$ cat src/rtl/s2p_pkg.sv
// rtl/s2p_pkg.sv - shared types and constants for serial_to_parallel_register
//
// Purpose : FSM state encoding, bit-order codes and reset values shared by
//           serial_to_parallel_register and s2p_out_buffer.
// Ports   : none (package)
// Macro   : S2P_PARITY_CHECK_EN (consumed by the modules, not here)
package s2p_pkg;

  typedef enum logic [1:0] {
    S_IDLE   = 2'd0,
    S_SHIFT  = 2'd1,
    S_PARITY = 2'd2
  } state_e;

  localparam logic ORDER_LSB = 1'b0;
  localparam logic ORDER_MSB = 1'b1;

  localparam logic   RST_DATA_BIT = 1'b0;
  localparam logic   RST_VALID    = 1'b0;
  localparam logic   RST_OVERRUN  = 1'b0;
  localparam logic   RST_PERR     = 1'b0;
  localparam logic   RST_ORDER    = ORDER_LSB;
  localparam state_e RST_STATE    = S_IDLE;

endpackage

$ cat src/rtl/s2p_out_buffer.sv
// rtl/s2p_out_buffer.sv - one-entry valid/ready output buffer with overrun flag
//
// Purpose : Holds one completed word until the consumer takes it. A word
//           completing while the buffer is full and not being drained is
//           dropped and flags a sticky overrun.
// Macro   : S2P_PARITY_CHECK_EN adds load_perr_i / perr_o.
// Ports   : clk, reset_n          clock, async active-low reset
//           load_i, load_data_i   completed word strobe and value
//           load_perr_i           parity error for that word (macro only)
//           ready_i               consumer ready
//           clear_overrun_i       clears the sticky overrun flag
//           data_o, valid_o       buffered word and its valid flag
//           overrun_o             sticky dropped-word flag
//           perr_o                parity error held with data_o (macro only)
module s2p_out_buffer
  import s2p_pkg::*;
#(
  parameter int WIDTH = 8
) (
  input  logic             clk,
  input  logic             reset_n,
  input  logic             load_i,
  input  logic [WIDTH-1:0] load_data_i,
`ifdef S2P_PARITY_CHECK_EN
  input  logic             load_perr_i,
  output logic             perr_o,
`endif
  input  logic             ready_i,
  input  logic             clear_overrun_i,
  output logic [WIDTH-1:0] data_o,
  output logic             valid_o,
  output logic             overrun_o
);

  logic [WIDTH-1:0] data_q, data_d;
  logic             valid_q, valid_d;
  logic             overrun_q, overrun_d;
`ifdef S2P_PARITY_CHECK_EN
  logic             perr_q, perr_d;
`endif

  // A slot is free if empty or being drained this cycle, which lets a new
  // word replace an accepted one with no bubble.
  logic can_load;
  assign can_load = !valid_q || ready_i;

  always_comb begin
    data_d    = data_q;
    valid_d   = valid_q;
    overrun_d = overrun_q;
`ifdef S2P_PARITY_CHECK_EN
    perr_d    = perr_q;
`endif
    if (valid_q && ready_i) valid_d = 1'b0;
    if (clear_overrun_i)    overrun_d = 1'b0;
    // Set after clear so a simultaneous new overrun wins.
    if (load_i) begin
      if (can_load) begin
        data_d  = load_data_i;
        valid_d = 1'b1;
`ifdef S2P_PARITY_CHECK_EN
        perr_d  = load_perr_i;
`endif
      end else begin
        overrun_d = 1'b1;
      end
    end
  end

  always_ff @(posedge clk or negedge reset_n) begin
    if (!reset_n) begin
      data_q    <= {WIDTH{RST_DATA_BIT}};
      valid_q   <= RST_VALID;
      overrun_q <= RST_OVERRUN;
`ifdef S2P_PARITY_CHECK_EN
      perr_q    <= RST_PERR;
`endif
    end else begin
      data_q    <= data_d;
      valid_q   <= valid_d;
      overrun_q <= overrun_d;
`ifdef S2P_PARITY_CHECK_EN
      perr_q    <= perr_d;
`endif
    end
  end

  assign data_o    = data_q;
  assign valid_o   = valid_q;
  assign overrun_o = overrun_q;
`ifdef S2P_PARITY_CHECK_EN
  assign perr_o    = perr_q;
`endif

endmodule

$ cat src/rtl/serial_to_parallel_register.sv
// rtl/serial_to_parallel_register.sv - serial bit stream to WIDTH-bit word assembler
//
// Purpose : Shifts in one bit per accepted cycle (enable && serial_valid &&
//           !sync), assembles WIDTH-bit words in either bit order and hands
//           them to a one-entry valid/ready output buffer.
// Macro   : S2P_PARITY_CHECK_EN adds a trailing even-parity bit per frame and
//           the parity_err output.
// Ports   : clk, reset_n            clock, async active-low reset
//           enable                  global qualifier for the assembly path
//           sync                    frame resync, drops the partial word
//           msb_first               bit order, sampled on a word's first bit
//           serial_in, serial_valid serial bit and its qualifier
//           data_out, data_valid    buffered word and valid flag
//           data_ready              consumer accepts data_out
//           overrun, clear_overrun  sticky dropped-word flag and its clear
//           bit_count               bits accepted in the current word
//           parity_err              parity result for data_out (macro only)
module serial_to_parallel_register
  import s2p_pkg::*;
#(
  parameter  int WIDTH = 8,
  localparam int CNT_W = $clog2(WIDTH + 1)
) (
  input  logic             clk,
  input  logic             reset_n,
  input  logic             enable,
  input  logic             sync,
  input  logic             msb_first,
  input  logic             serial_in,
  input  logic             serial_valid,
  output logic [WIDTH-1:0] data_out,
  output logic             data_valid,
  input  logic             data_ready,
  output logic             overrun,
  input  logic             clear_overrun,
`ifdef S2P_PARITY_CHECK_EN
  output logic             parity_err,
`endif
  output logic [CNT_W-1:0] bit_count
);

  localparam logic [CNT_W-1:0] CNT_LAST = CNT_W'(WIDTH - 1);

  state_e           state_q, state_d;
  logic [WIDTH-1:0] sr_q, sr_d;
  logic [CNT_W-1:0] cnt_q, cnt_d;
  logic             order_q, order_d;

  logic             word_done;
  logic [WIDTH-1:0] word;
`ifdef S2P_PARITY_CHECK_EN
  logic             word_perr;
`endif

  // The first bit of a word uses the live msb_first since order_q is only
  // being loaded on that same edge.
  logic             shift_order;
  logic [WIDTH-1:0] sr_shifted;
  assign shift_order = (state_q == S_IDLE) ? msb_first : order_q;
  assign sr_shifted  = (shift_order == ORDER_MSB) ? {sr_q[WIDTH-2:0], serial_in}
                                                  : {serial_in, sr_q[WIDTH-1:1]};

  always_comb begin
    state_d   = state_q;
    sr_d      = sr_q;
    cnt_d     = cnt_q;
    order_d   = order_q;
    word_done = 1'b0;
    word      = sr_shifted;
`ifdef S2P_PARITY_CHECK_EN
    word_perr = 1'b0;
`endif
    if (enable) begin
      if (sync) begin
        state_d = S_IDLE;
        cnt_d   = '0;
      end else if (serial_valid) begin
        case (state_q)
          S_IDLE: begin
            order_d = msb_first;
            sr_d    = sr_shifted;
            cnt_d   = CNT_W'(1);
            state_d = S_SHIFT;
          end
          S_SHIFT: begin
            sr_d = sr_shifted;
            if (cnt_q == CNT_LAST) begin
              cnt_d = '0;
`ifdef S2P_PARITY_CHECK_EN
              state_d = S_PARITY;
`else
              state_d   = S_IDLE;
              word_done = 1'b1;
`endif
            end else begin
              cnt_d = cnt_q + CNT_W'(1);
            end
          end
`ifdef S2P_PARITY_CHECK_EN
          S_PARITY: begin
            // serial_in is the parity bit; the word itself is already in sr_q.
            word      = sr_q;
            word_perr = ^{sr_q, serial_in};
            word_done = 1'b1;
            state_d   = S_IDLE;
          end
`endif
          default: state_d = S_IDLE;
        endcase
      end
    end
  end

  always_ff @(posedge clk or negedge reset_n) begin
    if (!reset_n) begin
      state_q <= RST_STATE;
      sr_q    <= {WIDTH{RST_DATA_BIT}};
      cnt_q   <= '0;
      order_q <= RST_ORDER;
    end else begin
      state_q <= state_d;
      sr_q    <= sr_d;
      cnt_q   <= cnt_d;
      order_q <= order_d;
    end
  end

  assign bit_count = cnt_q;

  s2p_out_buffer #(.WIDTH(WIDTH)) u_out_buffer (
    .clk             (clk),
    .reset_n         (reset_n),
    .load_i          (word_done),
    .load_data_i     (word),
`ifdef S2P_PARITY_CHECK_EN
    .load_perr_i     (word_perr),
    .perr_o          (parity_err),
`endif
    .ready_i         (data_ready),
    .clear_overrun_i (clear_overrun),
    .data_o          (data_out),
    .valid_o         (data_valid),
    .overrun_o       (overrun)
  );

endmodule

$ cat config.mk
export PLATFORM = sky130hd
export DESIGN_NAME = serial_to_parallel_register
export DESIGN_NICKNAME = d
export VERILOG_FILES = /design/src/rtl/s2p_pkg.sv /design/src/rtl/s2p_out_buffer.sv /design/src/rtl/serial_to_parallel_register.sv
export SDC_FILE = /design/constraint.sdc
export NUM_CORES = 1
export LEC_CHECK = 0
export ABC_CLOCK_PERIOD_IN_PS = 1900
export CORE_MARGIN = 1
export CORE_UTILIZATION = 35
export DETAILED_ROUTE_END_ITERATION = 8
export PLACE_DENSITY = 0.69
export SETUP_SLACK_MARGIN = 0.5
export SLEW_MARGIN = 40
export SYNTH_ARGS = -nofsm -noshare
export SYNTH_HDL_FRONTEND = slang
export SYNTH_SLANG_ARGS = --single-unit
export TNS_END_PERCENT = 1
$ cat constraint.sdc
create_clock -name clk -period 1.9 [get_ports clk]
set_clock_uncertainty 0.05 [all_clocks]
set_input_delay 0.19 -clock clk [delete_from_list [all_inputs] [get_ports clk]]
set_output_delay 0.19 -clock clk [all_outputs]
set_load 0.01 [all_outputs]
Yosys cells after proc, flatten, opt, wreduce, memory -nomap -nowiden:

Index checks and enable logic that the tools add are counted.

* equality and inequality tests: 3
* reduce and logical (&&, ||, !) cells: 12
* multiplexer cells: 21
* add/subtract/negate cells: 1
* bitwise logic cells: 1

Operator list (number)
* two-way mux 1 bit: 12
* two-way mux 4 bit: 3
* AND reduction 3 bit: 3
* two-way mux 8 bit: 1
* case mux 4 bit (2 select lines): 1
* two-way mux 2 bit: 3
* adder 4 x 1 -> 4 bit, second input constant: 1
* == test 4 x 3 -> 1 bit, second input constant: 1
* case mux 2 bit (2 select lines): 1
* AND reduction 4 bit: 1
* inequality test 3 bit, second input constant: 1
* nonzero test 3 bit: 1
* == test 2 x 1 -> 1 bit, second input constant: 1
* zero test 2 bit: 1
* AND reduction 2 bit: 1
* nonzero test 2 bit: 1
* OR reduction 2 bit: 1
* logical AND 1 bit: 1
* zero test 1 bit: 1
* logical OR 1 bit: 1
* inverter 1 bit: 1

* word-level logic and storage cells: 45
* input bits: 9
* register bits: 25
* output and inout port bits: 14

Longest topological paths before layout:

Gate-level depths: netlist of the first run.

* depth in word-level cells: 7
* gate-level depth with buffers: 6
* mapped depth without buffers: 5

Cells and area by module:

From an unflattened synthesis of the first run, not the netlist that was laid out.

* cells, all modules: 76
* area, all modules: 1147.4 um^2

By module, submodules not included
* serial_to_parallel_register: seq. area each 350.3 um^2, cells an instance 52, instances 1, area each 734.5 um^2
* s2p_out_buffer: seq. area each 250.2 um^2, cells an instance 24, instances 1, area each 412.9 um^2

Least setup slack after synthesis of the first run:

OpenSTA, ideal clock, no wires.

* path kind: register to register
* start point: reg cnt_q[0] (netlist: bit_count[0])
* end point: reg u_out_buffer.data_q[0] (netlist: u_out_buffer.data_o[0])
* cell stages (with the launch flop): 7
* path buffers: 1
* slack: 0.377 ns
* required time: 1.777 ns
* library setup time: 0.073 ns
* data arrival time: 1.400 ns
* path through: dfrtp_1 > ha_1 > nand4b_2 > nor3b_4 > buf_6 > nor2_2 > a21oi_2

* word-level cells in the longest chain between the ends: 7

Ends and longest elaborated chain
* start, declared: RTL line serial_to_parallel_register.sv:46 `logic [CNT_W-1:0] cnt_q, cnt_d;`
* start signal, assigned: RTL line serial_to_parallel_register.sv:123 `cnt_q <= cnt_d;`
* == test 4 x 3 -> 1 bit: RTL line serial_to_parallel_register.sv:87 `if (cnt_q == CNT_LAST) begin`
* two-way mux 1 bit: RTL line serial_to_parallel_register.sv:87
* two-way mux 1 bit: RTL line serial_to_parallel_register.sv:78 `case (state_q)`
* two-way mux 1 bit: RTL line serial_to_parallel_register.sv:77 `end else if (serial_valid) begin`
* two-way mux 1 bit: RTL line serial_to_parallel_register.sv:74 `if (sync) begin`
* two-way mux 1 bit: RTL line serial_to_parallel_register.sv:73 `if (enable) begin`
* AND reduction 2 bit (no source line)
* end signal, assigned: RTL line s2p_out_buffer.sv:72 `data_q <= {WIDTH{RST_DATA_BIT}};`
* end signal, assigned: RTL line s2p_out_buffer.sv:79 `data_q <= data_d;`
* end, declared: RTL line s2p_out_buffer.sv:35 `logic [WIDTH-1:0] data_q, data_d;`

Every way passes these cells.
A chain may end at the register's enable or synchronous reset.

Worst setup path in the final report of the first run:

* start point: reg cnt_q[2] (netlist: bit_count[2])
* end point: out bit_count[2]

RTL lines
* end, declared: RTL line serial_to_parallel_register.sv:39 `output logic [CNT_W-1:0] bit_count`

No word-level cell between the ends.

==> results of run 1 <==
## state kept, by name, summed over array words and instances, names as in the netlist
| signal | cells |
|---|---|
| bit_count | 4 |
| order_q | 1 |
| sr_q | 8 |
| state_q | 1 |
| u_out_buffer.data_o | 8 |
| u_out_buffer.overrun_o | 1 |
| u_out_buffer.valid_o | 1 |
## kinds of logic after synthesis
logic type / Yosys count / synth area share [%]
flip-flops: 24 / 54.1
adder cells (fa/ha/maj): 1 / 1.13
AND/OR/NAND/NOR: 33 / 14.9
AO/OA/AOI/OAI: 29 / 16.0
multiplexers: 9 / 9.24
buffers and inverters: 9 / 4.62
## power by group through the flow
stage / sequential (W) / clock (W) / combinational (W)
2_1_floorplan: 0.000617 / 0 / 0.000128
3_3_place_gp: 0.000626 / 0 / 0.000192
5_1_grt: 0.000627 / 0.000395 / 0.000233
3_5_place_dp: 0.000630 / 0 / 0.000198
6_report: 0.000618 / 0.000376 / 0.000208
4_1_cts: 0.000620 / 0.000382 / 0.000211
## path summary, 6_finish.rpt
check / cells after the start / endpoint / slack, ps / start
setup / recovery: 1 / bit_count[2] / 410 / bit_count[2]
hold / removal: 2 / bit_count[2] / 150 / reset_n
setup reg to reg: 3 / bit_count[3] / 440 / bit_count[1]
hold reg to reg: 2 / sr_q[7] / 470 / sr_q[7]
max in group asynchronous: 2 / bit_count[3] / 1410 / reset_n
min in group clk: 2 / u_out_buffer.overrun_o / 370 / clear_overrun
## cells in the final DEF (no fill, tap or decap)
master	Yosys	final
dlymetal6s2s_1	0	1
mux2i_4	1	1
buf_4	0	4
nor2_2	2	2
mux2i_1	8	8
dfrtp_1	24	19
o41ai_2	0	1
nand2_1	17	17
nor2_1	7	7
nor3b_4	1	1
ha_4	0	1
o21ai_1	8	8
a21oi_2	2	2
nor3_1	2	2
o22a_1	1	1
nand3b_1	1	1
a21oi_1	7	7
o22ai_1	3	3
clkdlybuf4s50_1	0	20
nand3_1	1	1
inv_1	5	5
bufinv_16	0	1
dfrtp_2	0	5
a32o_1	1	1
clkbuf_4	0	3
buf_12	0	2
o21ai_0	4	4
a2bb2oi_1	1	1
nand2b_1	1	1
dlygate4sd2_1	0	1
a311o_1	1	1
nand4b_4	0	1
## routing by layer
metal	vias up	wire [µm]	GRT usage (%)
met3	5	61	1.54
met5	-	0	0
met4	0	48	7.14
met1	402	999	19.6
li1	429	-	-
met2	22	1070	22.8
## layout make-up
| cell class | count | area share (%) |
|---|---|---|
| clock buffer | 3 | 1.49 |
| clock inverter | 1 | 1.99 |
| inverter | 5 | 1.24 |
| multi-input combinational | 72 | 32.2 |
| sequential | 24 | 40.1 |
| tap | 44 | 3.64 |
| timing repair buffer | 28 | 19.3 |
## through the flow
stage / utilization [%] / instance area (µm²) / total power (W) / setup slack, ps
after floorplan: - / 1130 / 0.000744 / 472
after global placement: 46.6 / 1410 / 0.000818 / 243
after detailed placement: 46.6 / 1410 / 0.000828 / 225
after CTS: 49.6 / 1500 / 0.00121 / 343
after global routing: 49.9 / 1510 / 0.00125 / 343
final: 49.9 / 1510 / 0.00120 / 409
## timing repair
action	4_1_cts	5_1_grt
pin swaps	0	0
buffers inserted	3	0
endpoints found under the setup margin	32	30
gates resized for setup	4	2
==> flow_metrics.py, run 1 <==
metrics = {
    "placement": {
        "placement.io_buffers": 22,
        "dp_hpwl_mm": 1.62,
        "gp_congestion": 0.844,
        "dp_cells": 170,
    },
    "logic_synthesis": {
        "synthCells": 105,
        "synth_warnings": 0,
        "ys_async_sr_fraction_pct": 100,
        "seq_area_frac_synth_pct": 54.1,
        "ffs_latches_synth": 24,
        "synth.lib_cells_used.distinct": 26,
        "synth_area_leader_cell": "dfrtp_1",
        "synth.area.top_cells": "dfrtp_1 54%, mux2i_1 7.2%, nand2_1 5.7%",
        "leading_post_synthesis_cells_by_instance_count": "24 x dfrtp_1, 17 x nand2_1, 8 x mux2i_1, 8 x o21ai_1",
        "synthFlopType": "dfrtp_1",
        "number_of_flops_mapped_to_enable_cells_by_yosys": 0,
        "syn_area_per_cell_um2": 10.6,
        "syn_nets": 115,
        "yosys.cell_count.top_type": "dfrtp_1",
        "post-synth-top-area-fraction_pct": 54.1,
        "syn-cell-area_mm2": 0.00111,
    },
    "floorplanning": {
        "effective_utilization_at_floorplan_pct": 36.7,
        "die-area_mm2": 0.00340,
        "io_pins": 23,
        "floorplan.core_area_mm2": 0.00303,
        "die_height_um": 58.3,
        "std_cell_rows": 20,
        "horizontal_extent_of_the_die_um": 58.3,
    },
    "sta": {
        "timing.final.hold_violations": 0,
        "slew_headroom_pct": 67.5,
        "final.period_utilization_pct": 78.5,
        "fin_setup_tns_ps": 0,
        "fmaxAchievable_ghz": 0.671,
        "tightest_slew_ps": 483,
        "rsz0062_at_grt": "yes",
        "layout_min_cycle_time_ps": 1490,
        "final_max_slew_viol_count": 0,
        "report.final.setup_viol": 0,
        "finalHoldWorstSlack_ps": 148,
    },
    "pwr": {
        "power_per_cell_area_mw_per_mm2": 795,
        "clock_power_share_pct": 31.3,
        "p_sw_share_pct": 26.1,
        "vdd_drop_max_mv": 0.260,
        "sequentialPowerShare_pct": 51.4,
        "combPwrFrac_pct": 17.3,
        "leakage_nw": 0.670,
        "power.switching_w": 0.000314,
        "internal_power_w": 0.000888,
    },
    "setup_path": {
        "cpMaxStageDelayCell": "clkdlybuf4s50_1",
        "crit_required_ps": 1660,
        "timing.critical_path.buf_inv": 1,
        "timing.critical_path.fanout_max": 2,
        "critical_path_arrival_ps": 1250,
        "worstSetupEndpointType": "output port",
        "critical-path-max-stage-delay_ps": 530,
        "worst_setup_start_kind": "flip-flop",
        "critical-path-top-delay-family": "buffers and inverters",
        "critical_path.cell_chain": "clkdlybuf4s50_1",
        "timing.setup.critical_path_class": "flip-flop to output port",
    },
    "final_layout": {
        "fillerInstances": 291,
        "flow.area_growth_from_synthesis_pct": 36.2,
        "layout.cells.non_filler": 177,
        "share_of_cells_above_drive_strength_1_pct": 18.0,
        "antenna_cells_inserted": 0,
        "sequential_cell_area_um2": 607,
        "nNetsFinal": 144,
        "multiInputGateArea_um2": 487,
    },
    "job": {
        "cap_violations": 0,
    },
    "drt": {
        "totalWireLength_mm": 2.18,
        "drc_violations_left": 0,
        "vias": 858,
        "firstDrtPassIters": 4,
        "route.antenna.remaining_nets": 0,
        "detailedRoute.firstIterationViolations": 19,
        "wire_per_inst_um": 12.3,
        "drt-vias-per-instance": 4.85,
    },
    "clock_tree": {
        "clk_pin_slew_worst_paths_ps": 140,
        "cts_inserted_buffers": 3,
        "insertion_delay_ps": 320,
        "cts_hold_buf": 0,
        "ctsHtreeMaxLevel": 1,
        "cts_num_sinks": 24,
        "clk_root_buffer_cell": "clkbuf_4",
        "cts_max_path_buffers": 2,
        "clock_tree_from_tritoncts": "yes",
    },
    "grt": {
        "track_usage_pct": 14.4,
        "initial_antenna_violation_count": 0,
        "grt_max_degree": 25,
        "grt_overflow": 0,
        "number_of_global_route_vias_before_repair": 840,
        "global_route_wire_length_before_repair_mm": 3.71,
    },
    "status": {
        "outcome": "finished clean",
    },
    "hold_path": {
        "hold_class": "primary input to async pin",
    },
}
No activity file was read; power rests on OpenSTA's default activity.
==> run 2, diff against run 1 <==
--- a/config.mk
+++ b/config.mk
@@ -5,11 +5,11 @@
 export SDC_FILE = /design/constraint.sdc
 export NUM_CORES = 1
 export LEC_CHECK = 0
-export ABC_CLOCK_PERIOD_IN_PS = 1900
+export ABC_CLOCK_PERIOD_IN_PS = 1300
 export CORE_MARGIN = 1
 export CORE_UTILIZATION = 35
 export DETAILED_ROUTE_END_ITERATION = 8
-export PLACE_DENSITY = 0.69
+export PLACE_DENSITY = 0.71
 export SETUP_SLACK_MARGIN = 0.5
 export SLEW_MARGIN = 40
 export SYNTH_ARGS = -nofsm -noshare
==> constraint.sdc (replaced) <==
create_clock -name clk -period 1.3 [get_ports clk]
set_clock_uncertainty 0.05 [all_clocks]
set_input_delay 0.13 -clock clk [delete_from_list [all_inputs] [get_ports clk]]
set_output_delay 0.13 -clock clk [all_outputs]
set_load 0.01 [all_outputs]
==> run 2 against run 1 <==
The flow now finishes with violations (negative setup slack). Final area grew 4.3%. Core utilization is 2.1 points higher. Critical path depth grew 5. Clock power down 5.9%. Global-route usage is 1.6 points higher. Routed wire length is 15% higher. Worst hold slack got worse by 57 ps. Final cell count grew 6.2%. Via count grew 8.9%. Critical endpoint is now u_out_buffer.data_o[3]. Largest cell class unchanged. Largest power group unchanged.
==> flow_metrics.py, run 2 (synthesized netlist as in run 1, its figures left out) <==
metrics = {
    "grt": {
        "grt_max_degree": 25,
        "global_route_wire_length_before_repair_mm": 4.02,
        "number_of_global_route_vias_before_repair": 879,
        "grt_overflow": 0,
        "initial_antenna_violation_count": 0,
        "track_usage_pct": 15.9,
    },
    "floorplanning": {
        "floorplan.core_area_mm2": 0.00303,
        "horizontal_extent_of_the_die_um": 58.3,
        "std_cell_rows": 20,
        "die-area_mm2": 0.00340,
        "die_height_um": 58.3,
        "effective_utilization_at_floorplan_pct": 36.7,
        "io_pins": 23,
    },
    "pwr": {
        "p_sw_share_pct": 29.9,
        "internal_power_w": 0.00114,
        "power.switching_w": 0.000488,
        "leakage_nw": 0.737,
        "sequentialPowerShare_pct": 55.8,
        "power_per_cell_area_mw_per_mm2": 1030,
        "clock_power_share_pct": 21.7,
        "combPwrFrac_pct": 22.5,
        "power_total_w": 0.00163,
        "vdd_drop_max_mv": 0.528,
    },
    "sta": {
        "rsz0062_at_grt": "yes",
        "fin_setup_tns_ps": -1220,
        "tightest_slew_ps": 532,
        "fmaxAchievable_ghz": 0.707,
        "report.final.setup_viol": 17,
        "final.period_utilization_pct": 109,
        "finalWorstSetupSlack_ps": -115,
        "layout_min_cycle_time_ps": 1410,
        "timing.final.hold_violations": 0,
        "final_max_slew_viol_count": 0,
        "slew_headroom_pct": 64.1,
    },
    "drt": {
        "detailedRoute.firstIterationViolations": 28,
        "drt-vias-per-instance": 4.97,
        "vias": 934,
        "totalWireLength_mm": 2.51,
        "wire_per_inst_um": 13.3,
        "firstDrtPassIters": 4,
        "drc_violations_left": 0,
        "route.antenna.remaining_nets": 0,
    },
    "clock_tree": {
        "clock_tree_from_tritoncts": "yes",
        "clk_root_buffer_cell": "clkbuf_4",
        "cts_max_path_buffers": 2,
        "cts_inserted_buffers": 3,
        "clk_pin_slew_worst_paths_ps": 130,
        "cts_num_sinks": 24,
        "ctsHtreeMaxLevel": 1,
        "insertion_delay_ps": 320,
    },
    "final_layout": {
        "share_of_cells_above_drive_strength_1_pct": 31.9,
        "sequential_cell_area_um2": 606,
        "fillerInstances": 258,
        "stdcell_area_mm2": 0.00158,
        "flow.area_growth_from_synthesis_pct": 42.1,
        "nNetsFinal": 155,
        "antenna_cells_inserted": 0,
        "multiInputGateArea_um2": 518,
        "mostFrequentLayoutCells": "20 x dfrtp_1, 16 x nand2_1, 12 x buf_4, 8 x clkdlybuf4s50_1",
        "layout.cells.most_common": "dfrtp_1",
    },
    "setup_path": {
        "worstSetupEndpointType": "flip-flop",
        "timing.critical_path.fanout_max": 16,
        "crit_required_ps": 1510,
        "critical_path.cell_chain": "buf_4 > nand4b_4 > nor3b_4 > buf_12 > nor2_1 > a21oi_1",
        "cpMaxStageDelayCell": "dfrtp_2",
        "worst_setup_start_kind": "flip-flop",
        "critical-path-max-stage-delay_ps": 450,
        "timing.setup.critical_path_class": "flip-flop to flip-flop",
        "critical_path_arrival_ps": 1620,
    },
    "status": {
        "failed_checks": "negative setup slack",
        "outcome": "finished, violations left",
    },
    "job": {
        "cap_violations": 0,
    },
    "placement": {
        "gp_congestion": 0.866,
        "placement.io_buffers": 22,
        "placed_area_mm2": 0.00150,
        "dp_hpwl_mm": 1.75,
    },
    "hold_path": {
        "hold_class": "primary input to async pin",
    },
}
==> run 2: cell count changes in the layout (fill, tap and decap cells not counted), sizes merged <==
cell and delta:
buf +18, bufinv -1, clkbuf +1, dlymetal6s2s -1, dlygate4sd2 +6, clkdlybuf4s50 -12
==> run 2: path summary, 6_finish.rpt <==
path                                    start                      to  slack (ps)  cells past startpoint
worst max-delay path               state_q[0]  u_out_buffer.data_o[3]        -110                      6
worst min-delay path                  reset_n  u_out_buffer.data_o[0]          90                      2
worst max register to register     state_q[0]  u_out_buffer.data_o[3]        -110                      6
worst min register to register        sr_q[0]                 sr_q[0]         490                      2
max in group asynchronous             reset_n            bit_count[0]         860                      2
min in group clk                clear_overrun  u_out_buffer.overrun_o         310                      2
==> run 2: cell type report <==
class                      count  area share (%)
clock buffer                   4            1.67
sequential                    24            38.4
tap                           44            3.49
inverter                       5            1.19
multi-input combinational     72            32.9
timing repair buffer          39            22.4
==> run 2: repair_timing <==
item                                    4_1_cts  5_1_grt
resized for setup                            48        3
endpoints found under the setup margin       38       38
setup buffers                                 4        0
pin swaps                                     9        7
hold buffers                                  0        0
==> run 2: worst max-delay path, delay by kind of cell, from the launching register on <==
kind / cells / cell delay (ps)
AO/OA/AOI/OAI: 1 / 110
buffers and inverters: 2 / 320
flip-flops: 1 / 450
AND/OR/NAND/NOR: 3 / 420
==> run 2: power by group through the flow <==
stage	sequential, W	combinational (W)	clock [W]
2_1_floorplan	0.000901	0.000187	0
6_report	0.000909	0.000366	0.000354
4_1_cts	0.000906	0.000355	0.000359
5_1_grt	0.000918	0.000404	0.000393
3_5_place_dp	0.000914	0.000339	0
3_3_place_gp	0.000908	0.000325	0
==> run 2: per-stage QoR <==
step | util (%) | worst slack [ps] | instances | hold slack, ps
after floorplan | - | -128 | 105 | -216
after global placement | 49.5 | -233 | 180 | 422
after detailed placement | 49.5 | -276 | 180 | 448
after CTS | 51.5 | -118 | 188 | 102
after global routing | 52.1 | -203 | 188 | 118
final | 52.1 | -115 | 188 | 90.7
==> run 2: per-layer routing <==
| metal | vias to the layer above | global-route usage [%] | part of all wire [%] |
|---|---|---|---|
| met3 | 9 | 2.86 | 3.9 |
| met5 | - | 0 | 0 |
| met2 | 29 | 25.0 | 47 |
| met1 | 447 | 20.4 | 45 |
| li1 | 449 | - | - |
| met4 | 0 | 10.2 | 3.5 |
==> run 3, diff against run 2 <==
--- a/config.mk
+++ b/config.mk
@@ -9,7 +9,7 @@
 export CORE_MARGIN = 1
 export CORE_UTILIZATION = 35
 export DETAILED_ROUTE_END_ITERATION = 8
-export PLACE_DENSITY = 0.71
+export PLACE_DENSITY = 0.69
 export SETUP_SLACK_MARGIN = 0.5
 export SLEW_MARGIN = 40
 export SYNTH_ARGS = -nofsm -noshare
==> run 3 against run 2 <==
The flow still finishes with violations (negative setup slack). Sequential share of layout area is 0.46 points higher. Routed wire length is 2.0% higher. Worst hold slack better by 8.5 ps. First-iteration DRC count is 46% lower. Maximum frequency is 0.90% lower. Core utilization is 0.62 points lower. Combinational power is 3% lower. Total power is 1.7% higher. Final area is 1.2% lower. Global-route usage is 0.27 points higher.
==> flow_metrics.py, run 3 (synthesized netlist as in run 1, its figures left out) <==
metrics = {
    "status": {
        "outcome": "finished, violations left",
        "failed_checks": "negative setup slack",
    },
    "clock_tree": {
        "cts_inserted_buffers": 3,
        "clk_pin_slew_worst_paths_ps": 140,
        "cts_max_path_buffers": 2,
        "clk_root_buffer_cell": "clkbuf_4",
        "ctsHtreeMaxLevel": 1,
        "cts_hold_buf": 0,
        "clock_tree_from_tritoncts": "yes",
        "insertion_delay_ps": 310,
        "cts_num_sinks": 24,
    },
    "pwr": {
        "vdd_drop_max_mv": 0.443,
        "leakage_nw": 0.724,
        "power_per_cell_area_mw_per_mm2": 1060,
        "sequentialPowerShare_pct": 55.0,
        "combPwrFrac_pct": 21.4,
        "power.switching_w": 0.000474,
        "clock_power_share_pct": 23.6,
        "p_sw_share_pct": 28.6,
        "internal_power_w": 0.00118,
    },
    "setup_path": {
        "critical-path-top-delay-family": "multiplexers",
        "path_depth": 4,
        "timing.critical_path.buf_inv": 1,
        "critical_path.cell_chain": "mux2i_4 > buf_12 > mux2i_1 > a21oi_1",
        "timing.reg2reg.worst_path_depth": 4,
        "timing.setup.critical_path_class": "flip-flop to flip-flop",
        "r2r-end": "u_out_buffer.data_o[7]",
        "rrSetupSlack_ps": -130,
        "critical_path_arrival_ps": 1570,
        "worstSetupEndpointType": "flip-flop",
        "critical_path.reg2reg.startpoint": "state_q[0]",
        "worst_setup_start_kind": "flip-flop",
        "cpMaxStageDelayCell": "dfrtp_2",
        "critical-path-max-stage-delay_ps": 480,
        "crit_required_ps": 1440,
        "timing.critical_path.fanout_max": 9,
    },
    "placement": {
        "placement.io_buffers": 22,
        "gp_congestion": 0.855,
        "pre_cts_slack_ps": -300,
        "dp_hpwl_mm": 1.80,
    },
    "sta": {
        "final_max_slew_viol_count": 0,
        "rsz0062_at_grt": "yes",
        "timing.final.hold_violations": 0,
        "report.final.setup_viol": 18,
        "fmaxAchievable_ghz": 0.701,
        "slew_headroom_pct": 56.5,
        "fin_setup_tns_ps": -1600,
        "final.period_utilization_pct": 110,
        "layout_min_cycle_time_ps": 1430,
        "tightest_slew_ps": 645,
        "finalWorstSetupSlack_ps": -128,
    },
    "floorplanning": {
        "std_cell_rows": 20,
        "horizontal_extent_of_the_die_um": 58.3,
        "die_height_um": 58.3,
        "floorplan.core_area_mm2": 0.00303,
        "die-area_mm2": 0.00340,
        "effective_utilization_at_floorplan_pct": 36.7,
        "io_pins": 23,
    },
    "drt": {
        "totalWireLength_mm": 2.56,
        "firstDrtPassIters": 4,
        "vias": 920,
        "route.antenna.remaining_nets": 0,
        "detailedRoute.firstIterationViolations": 15,
        "wire_per_inst_um": 13.7,
        "drt-vias-per-instance": 4.92,
        "drc_violations_left": 0,
    },
    "final_layout": {
        "fillerInstances": 276,
        "share_of_cells_above_drive_strength_1_pct": 36.4,
        "layout.cells.most_common": "dfrtp_1",
        "nNetsFinal": 154,
        "flow.area_growth_from_synthesis_pct": 40.4,
        "antenna_cells_inserted": 0,
        "mostFrequentLayoutCells": "20 x dfrtp_1, 17 x nand2_1, 12 x buf_4, 9 x o21ai_1, 9 x buf_2",
    },
    "grt": {
        "grt_use_met1_pct": 23.1,
        "grt_max_degree": 25,
        "use_met3_pct": 1.54,
        "grt_overflow": 0,
        "grt_most_used_layer": "met2",
        "global_route_wire_length_before_repair_mm": 4.21,
        "number_of_global_route_vias_before_repair": 902,
        "globalRouteMet2Util_pct": 25.5,
        "initial_antenna_violation_count": 0,
        "track_usage_pct": 16.2,
    },
    "job": {
        "cap_violations": 0,
    },
    "hold_path": {
        "hold_class": "primary input to async pin",
    },
}
-- run 3: changes by cell type in the layout (fill, tap and decap cells not counted), moves of 2 or more --
cell / previous run / this run
nor2_1: 7 / 4
o21ai_1: 7 / 9
buf_2: 5 / 9
mux2i_2: 2 / 4
nor2_2: 2 / 5
dlygate4sd2_1: 7 / 3
-- run 3: timing repair --
action,CTS,global route
setup buffers,2,0
setup endpoints to repair,38,38
pin swaps,3,2
gates resized for setup,53,10
-- run 3: how the worst max path moves through the flow --
stage	startpoint	end	slack, ps
floorplan	bit_count[0]	u_out_buffer.data_o[0]	-130
global placement	sync	u_out_buffer.data_o[3]	-230
detailed placement	sync	u_out_buffer.data_o[7]	-300
CTS	bit_count[3]	u_out_buffer.data_o[7]	-150
global route	state_q[0]	u_out_buffer.data_o[7]	-200
finish	state_q[0]	u_out_buffer.data_o[7]	-130
-- run 3: worst register-to-register path: stages, from the launching register on --
cell and delay [ps]:
dfrtp_2 480, mux2i_4 280, buf_12 160, mux2i_1 240
a21oi_1 110
-- run 3: routing by layer --
layer	vias up	wire (µm)
met4	0	33
met1	450	1160
met5	-	0
met2	19	1310
li1	447	-
met3	4	56
-- run 3: cell type report --
class                   instances  area (µm²)  area share, %
flip-flops and latches         24         606           38.9
multi-input cells              72         515           33.1
repair buffers                 38         327           21.0
well taps                      44        55.1           3.53
clock buffers                   4        36.3           2.33
inverters                       5        18.8           1.20
-- run 3: stage by stage --
step,hold slack (ps),cells,util (%),power (W),instance area [µm²]
after global placement,424,181,49.8,0.00123,1510
after detailed placement,433,181,49.8,0.00125,1510
final,99.2,187,51.4,0.00166,1560
after global routing,118,187,51.4,0.00175,1560
after CTS,108,187,50.8,0.00165,1540
after floorplan,-216,105,-,0.00109,1130
-- run 3: power groups by stage --
stage | registers [W] | clock network (W) | logic [W]
2_1_floorplan | 0.000901 | 0 | 0.000187
3_3_place_gp | 0.000908 | 0 | 0.000325
3_5_place_dp | 0.000914 | 0 | 0.000337
4_1_cts | 0.000906 | 0.000403 | 0.000344
5_1_grt | 0.000921 | 0.000440 | 0.000391
6_report | 0.000911 | 0.000391 | 0.000354
